`src/rtl/iterative_alu.sv`:
```
// Iterative ALU: single-cycle add/sub/logic/compare ops and serial (1 bit per
// cycle) shifts, wrapped in a valid/ready handshake so the core can stall.
module iterative_alu #(
  parameter  int WIDTH   = 32,
  localparam int SHAMT_W = $clog2(WIDTH)
) (
  input  logic             clk,
  input  logic             reset_n,
  input  logic             in_valid,
  output logic             in_ready,
  input  logic [3:0]       ALU_control,
  input  logic [WIDTH-1:0] src_a,
  input  logic [WIDTH-1:0] src_b,
  output logic             out_valid,
  input  logic             out_ready,
  output logic [WIDTH-1:0] result,
  output logic             zero,
  output logic             illegal
);

  typedef enum logic [1:0] {
    S_IDLE  = 2'd0,
    S_SHIFT = 2'd1,
    S_DONE  = 2'd2
  } state_t;

  // Low two bits of the shift op codes: 00 sll, 01 sra, 10 srl.
  localparam logic [1:0] SH_SLL = 2'b00;
  localparam logic [1:0] SH_SRA = 2'b01;

  state_t             state_q, state_d;
  logic [WIDTH-1:0]   result_q, result_d;   // also the shift accumulator
  logic               zero_q, zero_d;
  logic               illegal_q, illegal_d;
  logic [SHAMT_W-1:0] cnt_q, cnt_d;
  logic [1:0]         sh_op_q, sh_op_d;

  logic [WIDTH-1:0]   alu_res;
  logic               alu_illegal;
  logic               is_shift;
  logic [SHAMT_W-1:0] shamt;
  logic [WIDTH-1:0]   shifted;

  assign shamt    = src_b[SHAMT_W-1:0];
  assign is_shift = (ALU_control == 4'b1000) || (ALU_control == 4'b1001) ||
                    (ALU_control == 4'b1010);

  // Single-cycle datapath for the non-shift ops; unknown codes yield 0.
  always_comb begin
    // NOTE: every combinational output gets a default first so no path leaves
    // it unassigned, which would otherwise infer a latch.
    alu_res     = '0;
    alu_illegal = 1'b0;
    case (ALU_control)
      4'b0000: alu_res = src_a + src_b;
      4'b0001: alu_res = src_a - src_b;
      4'b0010: alu_res = src_a & src_b;
      4'b0011: alu_res = src_a | src_b;
      4'b0100: alu_res = {{(WIDTH-1){1'b0}}, ($signed(src_a) < $signed(src_b))};
      4'b0101: alu_res = {{(WIDTH-1){1'b0}}, (src_a < src_b)};
      4'b0110: alu_res = src_a ^ src_b;
      4'b1000, 4'b1001, 4'b1010: alu_res = '0;  // handled by the shifter
      default: alu_illegal = 1'b1;
    endcase
  end

  // One-bit step of the serial shifter, applied to the accumulator.
  always_comb begin
    case (sh_op_q)
      SH_SLL:  shifted = {result_q[WIDTH-2:0], 1'b0};
      SH_SRA:  shifted = {result_q[WIDTH-1], result_q[WIDTH-1:1]};
      default: shifted = {1'b0, result_q[WIDTH-1:1]};
    endcase
  end

  // Next-state and datapath-register logic for the IDLE/SHIFT/DONE FSM.
  always_comb begin
    state_d   = state_q;
    result_d  = result_q;
    zero_d    = zero_q;
    illegal_d = illegal_q;
    cnt_d     = cnt_q;
    sh_op_d   = sh_op_q;
    case (state_q)
      S_IDLE: begin
        if (in_valid) begin
          if (is_shift && (shamt == '0)) begin
            result_d  = src_a;
            zero_d    = (src_a == '0);
            illegal_d = 1'b0;
            state_d   = S_DONE;
          end else if (is_shift) begin
            result_d  = src_a;
            illegal_d = 1'b0;
            cnt_d     = shamt;
            sh_op_d   = ALU_control[1:0];
            state_d   = S_SHIFT;
          end else begin
            result_d  = alu_res;
            zero_d    = (alu_res == '0);
            illegal_d = alu_illegal;
            state_d   = S_DONE;
          end
        end
      end
      S_SHIFT: begin
        result_d = shifted;
        cnt_d    = cnt_q - SHAMT_W'(1);
        if (cnt_q == SHAMT_W'(1)) begin
          zero_d  = (shifted == '0);
          state_d = S_DONE;
        end
      end
      S_DONE: begin
        if (out_ready) state_d = S_IDLE;
      end
      default: state_d = S_IDLE;
    endcase
  end

  // State and datapath registers with synchronous active-low reset.
  always_ff @(posedge clk) begin
    // NOTE: sequential state uses non-blocking assignments so every register
    // samples the pre-edge values, independent of statement order.
    if (!reset_n) begin
      state_q   <= S_IDLE;
      result_q  <= '0;
      zero_q    <= 1'b0;
      illegal_q <= 1'b0;
      cnt_q     <= '0;
      sh_op_q   <= SH_SLL;
    end else begin
      state_q   <= state_d;
      result_q  <= result_d;
      zero_q    <= zero_d;
      illegal_q <= illegal_d;
      cnt_q     <= cnt_d;
      sh_op_q   <= sh_op_d;
    end
  end

  assign in_ready  = reset_n && (state_q == S_IDLE);
  assign out_valid = (state_q == S_DONE);
  assign result    = result_q;
  assign zero      = zero_q;
  assign illegal   = illegal_q;

endmodule
```
`config.mk`:
```
export PLATFORM = sky130hd
export DESIGN_NAME = iterative_alu
export DESIGN_NICKNAME = d
export VERILOG_FILES = /design/src/rtl/iterative_alu.sv
export SDC_FILE = /design/constraint.sdc
export NUM_CORES = 1
export LEC_CHECK = 0
export BUFFER_PORTS_ARGS = -buffer_cell sky130_fd_sc_hd__buf_2
export CAP_MARGIN = 20
export CORE_MARGIN = 8
export CORE_UTILIZATION = 50
export DETAILED_ROUTE_END_ITERATION = 10
export PLACE_DENSITY = 0.77
export SYNTH_ARGS = -nofsm -noshare
export SYNTH_HDL_FRONTEND = slang
export SYNTH_SLANG_ARGS = --single-unit
```
`constraint.sdc`:
```
create_clock -name clk -period 3.43 [get_ports clk]
set_clock_uncertainty 0.15 [all_clocks]
set_input_delay 0.1715 -clock clk [delete_from_list [all_inputs] [get_ports clk]]
set_output_delay 0.1715 -clock clk [all_outputs]
set_load 0.01 [all_outputs]
```
==> results.txt, run 1 <==
----------------------------------------------------
[Outcome]
  Status ... finished clean

[STA]
  RSZ-0062 raised after global routing ... yes
  Measured slew at the worst slew-check pin ... 0.779 ns
  Final-layout setup total negative slack ... 0 ns
  Max-slew violation count ... 0
  Setup-violating endpoint count in the final report ... 0
  Hold Vio Cnt, Final ... 0
  Period utilization ... 97.5%
  Worst-case headroom to the max-slew limit ... 48.1%
  Worst Hold Slack ... 0.0765 ns
  Final critical delay including setup and external delays ... 3.34 ns
  Timing-limited maximum frequency ... 299 MHz

[Power and ir drop]
  Power per Cell Area ... 262 nW/um^2
  Combinational share of power ... 59.5%
  Power Total ... 0.00299 W
  Leakage power of the design ... 5.35 nW
  Part of the total power dissipated in sequential elements ... 19.8%
  Worst supply voltage drop on vdd ... 0.000255 V
  Net switching power of the design ... 0.00123 W
  Switching power as a share of total power ... 41.3%
  Design internal power ... 0.00176 W
  Share of power burned in the clock network ... 20.6%

[Logic synthesis]
  Mapped Avg Cell Area ... 6.81 sq um
  Total nets after synthesis ... 1407
  Async set-reset flop share out of synthesis ... 0%
  Biggest area consumer among synthesized cells ... sky130_fd_sc_hd__ha_1
  Post-synth top flop ... sky130_fd_sc_hd__dfxtp_1
  EDFF count, synth ... 0
  Synth area leaders ... sky130_fd_sc_hd__ha_1, sky130_fd_sc_hd__dfxtp_1, sky130_fd_sc_hd__a21oi_1
  Post-synthesis cell area ... 8300 sq um
  Cell count after synthesis ... 1218
  Yosys synthesis warning count ... 0
  Share of the synthesized area in the top cell type ... 17.3%
  Count of different cell masters after synthesis ... 79
  Sequential fraction of the synthesis area ... 10.4%
  Seq cells post-synth ... 43

[Global routing]
  Total routing usage reported by global routing ... 32.7%
  Number of antenna violations at the first check in global routing ... 0
  Remaining global-route overflow ... 0
  Largest net degree at the start of global routing ... 39
  First-pass GRT wire length ... 54700 um
  Vias in the first global route ... 10.4k

[Clocking]
  # clock sinks ... 43
  Clock insertion delay at the later pin of the skew report ... 0.28 ns
  Clock tree buffer depth ... 2
  Cell chosen for the clock root ... sky130_fd_sc_hd__clkbuf_16
  CTS tree ... yes
  Clock-pin slew of the registers on the worst-case setup and hold paths ... 0.06 ns
  Depth of the CTS H-tree ... 2
  Number of CTS-inserted buffers ... 5

[Worst setup path]
  Startpoint kind of the worst setup timing path ... primary input
  Required time of the critical path ... 3.48 ns
  Type of the worst setup path ... primary input to flop
  Crit path arrival time ... 3.40 ns
  Depth of the most critical reg-to-reg path ... 7
  Most Frequent Cell on Critical Path ... sky130_fd_sc_hd__buf_4
  CP Cell Sequence ... buf_2 > inv_1 > ha_4 > a211oi_2 > buf_4 > o21a_1 > a2bb2oi_2 > a2111oi_4 > buf_4 > a41oi_1 > a21oi_1 > o21ai_0 > buf_4 > xnor2_1 > a21oi_2 > nand3_1 > o31ai_2
  Cell type of the slowest stage on the worst timing path ... sky130_fd_sc_hd__a2111oi_4
  Critical path fanouts, max ... 5
  Element type at the critical path end ... flop
  Delay contributed by the slowest stage of the critical path ... 0.41 ns

[Cells and area]
  Area Growth Syn to Fin ... 37.6%
  Antenna diode instance count ... 0
  Layout Nets ... 1720
  Number of filler cells placed in the layout ... 1383
  Layout cell share with drive strength beyond 1 ... 30.0%
  Cell Count, Final, Fillers Out ... 1752

[Worst hold path]
  Instance count along the most critical hold path ... 3
  HP Class ... primary input to flop

[Detailed routing]
  Detailed Routing Iterations Pass 1 ... 6
  Total length of routed wires ... 35700 um
  Antenna-violating nets left ... 0
  Via/cell ratio ... 6.29
  Detail-routed net length per standard cell ... 20.4 um
  Vias ... 11.0k
  DRC violations left ... 0
  Number of design-rule violations left by the first detailed-router iteration ... 1267

[Die]
  Core outline area ... 16400 sq um
  I/O pins ... 108
  Vertical die dimension ... 145 um
  Full die area ... 21000 sq um
  Cell row count ... 47
  Die X-Extent ... 145 um
  Starting density of the core ... 50.6%

[Placement]
  Gp weighted congestion ... 0.998
  Placed Cells ... 1741
  Sum of net half-perimeters after detailed placement ... 28300 um
  Port Buffers ... 107

[Run]
  Reported max-cap violation count ... 0

----------------------------------------------------
[metal layers]
metal	up-vias	part of all wire [%]	GRT usage [%]
li1	5077	-	-
met1	5083	39	40.2
met2	663	45	54.3
met3	195	8.8	3.58
met4	0	7.1	18.9
met5	-	0	0
[power groups by stage]
stage / logic, W / registers, W / clock network (W)
global route: 0.00191 / 0.000596 / 0.000638
floorplan: 0.000868 / 0.000597 / 0
global placement: 0.00163 / 0.000599 / 0
finish: 0.00178 / 0.000593 / 0.000617
CTS: 0.00167 / 0.000589 / 0.000612
detailed placement: 0.00165 / 0.000599 / 0
[sequential cells by signal (all words and copies together) (netlist names)]
register and count:
sh_op_q 2, state_q 2, result 32, zero 1, cnt_q 5, illegal 1
[critical path, delay by kind of cell]
family | cells | cell delay (ns)
AND/OR/NAND/NOR | 1 | 0.10
buffers and inverters | 5 | 0.78
adder cells (fa/ha/maj) | 1 | 0.30
AO/OA/AOI/OAI | 9 | 1.90
XOR/XNOR | 1 | 0.13
[Yosys cell counts, types with 3 or more instances]
master	instances
sky130_fd_sc_hd__dfxtp_1	43
sky130_fd_sc_hd__nand2_1	115
sky130_fd_sc_hd__buf_2	13
sky130_fd_sc_hd__a211oi_1	25
sky130_fd_sc_hd__o32ai_1	4
sky130_fd_sc_hd__a221o_1	4
sky130_fd_sc_hd__nor3b_1	3
sky130_fd_sc_hd__and3_1	7
sky130_fd_sc_hd__a221oi_1	18
sky130_fd_sc_hd__o21bai_1	15
sky130_fd_sc_hd__nor4_1	27
sky130_fd_sc_hd__o22ai_1	3
sky130_fd_sc_hd__a31o_2	3
sky130_fd_sc_hd__nand3_1	21
sky130_fd_sc_hd__or4_1	4
sky130_fd_sc_hd__o211a_1	4
sky130_fd_sc_hd__o311a_1	3
sky130_fd_sc_hd__o221ai_1	9
sky130_fd_sc_hd__a21oi_1	137
sky130_fd_sc_hd__buf_1	5
sky130_fd_sc_hd__a2111oi_0	6
sky130_fd_sc_hd__or2_2	3
sky130_fd_sc_hd__o31ai_1	19
sky130_fd_sc_hd__clkbuf_1	59
sky130_fd_sc_hd__nor2b_1	19
sky130_fd_sc_hd__a211o_1	7
sky130_fd_sc_hd__and2_1	17
sky130_fd_sc_hd__or3_1	8
sky130_fd_sc_hd__inv_1	102
sky130_fd_sc_hd__nand2b_1	9
sky130_fd_sc_hd__nor3_1	41
sky130_fd_sc_hd__nor2_1	108
sky130_fd_sc_hd__a31oi_1	22
sky130_fd_sc_hd__nand4_1	15
sky130_fd_sc_hd__o211ai_1	15
sky130_fd_sc_hd__o21a_1	13
sky130_fd_sc_hd__a311oi_1	6
sky130_fd_sc_hd__xnor2_1	11
sky130_fd_sc_hd__o21ai_0	62
sky130_fd_sc_hd__a21o_1	14
sky130_fd_sc_hd__mux2i_1	27
sky130_fd_sc_hd__ha_1	115
sky130_fd_sc_hd__a41oi_1	3
sky130_fd_sc_hd__o2111ai_1	4
[final cells by class]
| type | count | area, sq um | area share (%) |
|---|---|---|---|
| Inverter | 102 | 383 | 3.35 |
| Timing Repair Buffer | 385 | 2650 | 23.2 |
| Sequential cell | 43 | 861 | 7.54 |
| Clock inverter | 2 | 60.1 | 0.526 |
| Clock buffer | 6 | 129 | 1.13 |
| Tap cell | 220 | 275 | 2.41 |
| Multi-Input combinational cell | 994 | 7060 | 61.8 |
[through the flow]
stage / utilization, % / cell area [sq um] / setup slack, ns
finish: 69.6 / 11400 / 0.0852
global route: 69.6 / 11400 / -0.0438
CTS: 67.7 / 11100 / 0.0101
detailed placement: 66.3 / 10900 / -0.468
global placement: 66.3 / 10900 / -0.515
floorplan: - / 8300 / 0.0399
[final timing paths]
path,slack [ns],to,startpoint
setup / recovery,0.09,zero,src_b[1]
hold / removal,0.08,state_q[1],out_ready
setup reg to reg,0.72,zero,sh_op_q[0]
hold reg to reg,0.37,cnt_q[1],cnt_q[1]
[timing repair]
item	in CTS	in global routing
endpoints found under the setup margin	1	8
hold buffers	0	0
buffers inserted	1	2
pin swaps	2	26
resized for setup	7	56
[placed cells by master, fill, tap and decap left out, types with 6 or more instances in the layout]
master and instances:
sky130_fd_sc_hd__nand2_1 115, sky130_fd_sc_hd__dfxtp_1 43, sky130_fd_sc_hd__ha_1 107, sky130_fd_sc_hd__nand2b_1 9
sky130_fd_sc_hd__inv_1 102, sky130_fd_sc_hd__a21oi_1 129, sky130_fd_sc_hd__a221oi_1 15, sky130_fd_sc_hd__xnor2_1 11
sky130_fd_sc_hd__o211ai_1 15, sky130_fd_sc_hd__o21ai_0 60, sky130_fd_sc_hd__nor3_1 40, sky130_fd_sc_hd__a31oi_1 21
sky130_fd_sc_hd__buf_4 277, sky130_fd_sc_hd__nor4_1 23, sky130_fd_sc_hd__a211o_1 7, sky130_fd_sc_hd__a211oi_1 23
sky130_fd_sc_hd__o221ai_1 8, sky130_fd_sc_hd__o21a_1 13, sky130_fd_sc_hd__nand4_1 15, sky130_fd_sc_hd__and3_1 7
sky130_fd_sc_hd__mux2i_1 27, sky130_fd_sc_hd__or3_1 8, sky130_fd_sc_hd__buf_2 105, sky130_fd_sc_hd__and2_1 17
sky130_fd_sc_hd__nor2_1 108, sky130_fd_sc_hd__o31ai_1 16, sky130_fd_sc_hd__a21o_1 14, sky130_fd_sc_hd__nor2b_1 18
sky130_fd_sc_hd__nand3_1 21, sky130_fd_sc_hd__o21bai_1 12, sky130_fd_sc_hd__a21oi_2 6
[cell families (layout without fill, tap and decap cells)]
| kind of cell | after synthesis | in the layout | share of synthesized area (%) |
|---|---|---|---|
| XOR/XNOR | 12 | 12 | 1.27 |
| adder cells (fa/ha/maj) | 117 | 117 | 17.8 |
| buffers and inverters | 181 | 495 | 8.45 |
| AND/OR/NAND/NOR | 404 | 404 | 23.2 |
| flip-flops | 43 | 43 | 10.4 |
| AO/OA/AOI/OAI | 431 | 431 | 35.3 |
| multiplexers | 30 | 30 | 3.67 |
No activity file was read; power rests on OpenSTA's default activity.
==> inputs of run 2 (changes only) <==
--- a/config.mk
+++ b/config.mk
@@ -10,7 +10,7 @@
 export CORE_MARGIN = 8
 export CORE_UTILIZATION = 50
 export DETAILED_ROUTE_END_ITERATION = 10
-export PLACE_DENSITY = 0.77
+export PLACE_DENSITY = 0.75
 export SYNTH_ARGS = -nofsm -noshare
 export SYNTH_HDL_FRONTEND = slang
 export SYNTH_SLANG_ARGS = --single-unit
==> constraint.sdc (replaced) <==
create_clock -name clk -period 4.3 [get_ports clk]
set_clock_uncertainty 0.15 [all_clocks]
set_input_delay 0.215 -clock clk [delete_from_list [all_inputs] [get_ports clk]]
set_output_delay 0.215 -clock clk [all_outputs]
set_load 0.01 [all_outputs]
==> results.txt, run 2 (synthesis results as in run 1) <==
----------------------------------------------------
[Outcome]
  Status ... finished clean

[STA]
  Final-layout setup total negative slack ... 0 ns
  Min setup slack post-route ... 0.261 ns
  Period utilization ... 93.9%
  Hold Vio Cnt, Final ... 0
  Measured slew at the worst slew-check pin ... 0.879 ns
  Timing-limited maximum frequency ... 248 MHz
  Max-slew violation count ... 0
  Setup-violating endpoint count in the final report ... 0
  Final critical delay including setup and external delays ... 4.04 ns
  RSZ-0062 raised after global routing ... no
  Worst-case headroom to the max-slew limit ... 39.9%

[Die]
  Vertical die dimension ... 145 um
  Cell row count ... 47
  Die X-Extent ... 145 um
  Full die area ... 21000 sq um
  I/O pins ... 108
  Starting density of the core ... 50.6%
  Core outline area ... 16400 sq um

[Clocking]
  Clock-pin slew of the registers on the worst-case setup and hold paths ... 0.07 ns
  Post-CTS Repair Setup Buffers ... 0
  Count of instances resized after the clock tree is built ... 0
  Clock insertion delay at the later pin of the skew report ... 0.29 ns
  Depth of the CTS H-tree ... 2
  Cts-stage hold buffer count ... 0
  Cell chosen for the clock root ... sky130_fd_sc_hd__clkbuf_16
  Number of CTS-inserted buffers ... 5
  CTS tree ... yes
  Clock tree buffer depth ... 2
  # clock sinks ... 43

[Power and ir drop]
  Part of the total power dissipated in sequential elements ... 24.0%
  Design internal power ... 0.00107 W
  Share of power burned in the clock network ... 20.8%
  Leakage power of the design ... 4.13 nW
  Power per Cell Area ... 213 nW/um^2
  Worst supply voltage drop on vdd ... 0.000155 V
  Net switching power of the design ... 0.000894 W
  Combinational share of power ... 55.2%
  Switching power as a share of total power ... 45.5%

[Run]
  Reported max-cap violation count ... 0

[Detailed routing]
  Total length of routed wires ... 32600 um
  DRC violations left ... 0
  Detailed Routing Iterations Pass 1 ... 6
  Detail-routed net length per standard cell ... 21.5 um
  Vias ... 9921
  Antenna-violating nets left ... 0
  Number of design-rule violations left by the first detailed-router iteration ... 1529
  Via/cell ratio ... 6.56

[Placement]
  Gp weighted congestion ... 1.05
  Sum of net half-perimeters after detailed placement ... 25400 um
  Port Buffers ... 107
  Pre-CTS setup slack ... 0.0531 ns
  Placed Cells ... 1504
  Instance area after placement ... 9090 sq um

[Global routing]
  Vias in the first global route ... 9173
  Number of antenna violations at the first check in global routing ... 0
  Met1 routing resource usage after global routing ... 40.8%
  First-pass GRT wire length ... 50300 um
  Global-route track usage on met2 ... 48.5%
  Total routing usage reported by global routing ... 30.4%
  Largest net degree at the start of global routing ... 44
  Remaining global-route overflow ... 0
  Busiest metal layer after global routing ... met2
  Global-route met3 utilization ... 3.22%

[Cells and area]
  Layout Nets ... 1481
  Final cell utilization of the core ... 56.4%
  Cell Count, Final, Fillers Out ... 1513
  Antenna diode instance count ... 0
  Register Area ... 861 sq um
  Layout cell share with drive strength beyond 1 ... 13.8%
  Area Growth Syn to Fin ... 11.5%
  Commonest cells after routing, fill and taps aside ... sky130_fd_sc_hd__a21oi_1, sky130_fd_sc_hd__nand2_1, sky130_fd_sc_hd__ha_1
  Multi-input gate area in the final layout ... 6750 sq um
  Number of filler cells placed in the layout ... 1609
  Most frequent standard cell in the layout excluding fill and tap cells ... sky130_fd_sc_hd__a21oi_1
  Flip-flop count of the largest register, all copies and words added ... 32
  Final instance area ... 9250 sq um

[Worst setup path]
  Crit path arrival time ... 4.09 ns
  Startpoint kind of the worst setup timing path ... primary input
  Required time of the critical path ... 4.35 ns
  Type of the worst setup path ... primary input to flop
  Element type at the critical path end ... flop
  Critical path fanouts, max ... 11

[Worst hold path]
  HP Class ... primary input to flop

----------------------------------------------------
==> run 2: layout make-up <==
type                            instances  share of cell area (%)
Timing Repair Buffer                  146                    8.93
Multi-Input combinational cell        994                    72.9
Clock buffer                            7                    1.65
Tap cell                              220                    2.98
Sequential cell                        43                    9.30
Clock inverter                          1                  0.0811
Inverter                              102                    4.14
==> run 2: worst paths after layout <==
kind | from | end | slack (ns) | cells past startpoint
worst max-delay path | src_a[4] | zero | 0.26 | 14
worst min-delay path | out_ready | state_q[1] | 0.09 | 3
worst max register to register | state_q[0] | zero | 1.29 | 12
worst min register to register | result[0] | result[0] | 0.36 | 2
==> run 2: layer usage <==
layer	routed length [um]	vias up
li1	-	4610
met1	13600	4637
met2	14600	587
met3	2970	87
met4	1370	0
met5	0	-
==> run 2: power by group through the flow <==
| stage | clock, W | combinational (W) | sequential [W] |
|---|---|---|---|
| 6_report | 0.000409 | 0.00109 | 0.000471 |
| 5_1_grt | 0.000425 | 0.00117 | 0.000475 |
| 4_1_cts | 0.000412 | 0.00105 | 0.000469 |
| 3_5_place_dp | 0 | 0.00105 | 0.000478 |
| 3_3_place_gp | 0 | 0.00105 | 0.000478 |
| 2_1_floorplan | 0 | 0.000693 | 0.000477 |
==> run 2: stage by stage <==
stage          power [W]  hold slack (ns)
6_report         0.00197           0.0939
2_1_floorplan    0.00117            0.193
3_5_place_dp     0.00153            0.338
3_3_place_gp     0.00153            0.327
4_1_cts          0.00194           0.0929
5_1_grt          0.00207            0.117
==> run 2: critical path, cell delays in order <==
cell and delay (ns):
sky130_fd_sc_hd__buf_2 0.15, sky130_fd_sc_hd__inv_1 0.06, sky130_fd_sc_hd__ha_1 0.50, sky130_fd_sc_hd__o211ai_1 0.20, sky130_fd_sc_hd__o21a_1 0.24, sky130_fd_sc_hd__a2bb2oi_2 0.19
sky130_fd_sc_hd__a2111oi_4 0.59, sky130_fd_sc_hd__nor2_1 0.13, sky130_fd_sc_hd__mux2i_1 0.14, sky130_fd_sc_hd__a2111oi_0 0.82, sky130_fd_sc_hd__nand4_1 0.19, sky130_fd_sc_hd__nor4_1 0.28
sky130_fd_sc_hd__nand4_1 0.17, sky130_fd_sc_hd__o31ai_2 0.23
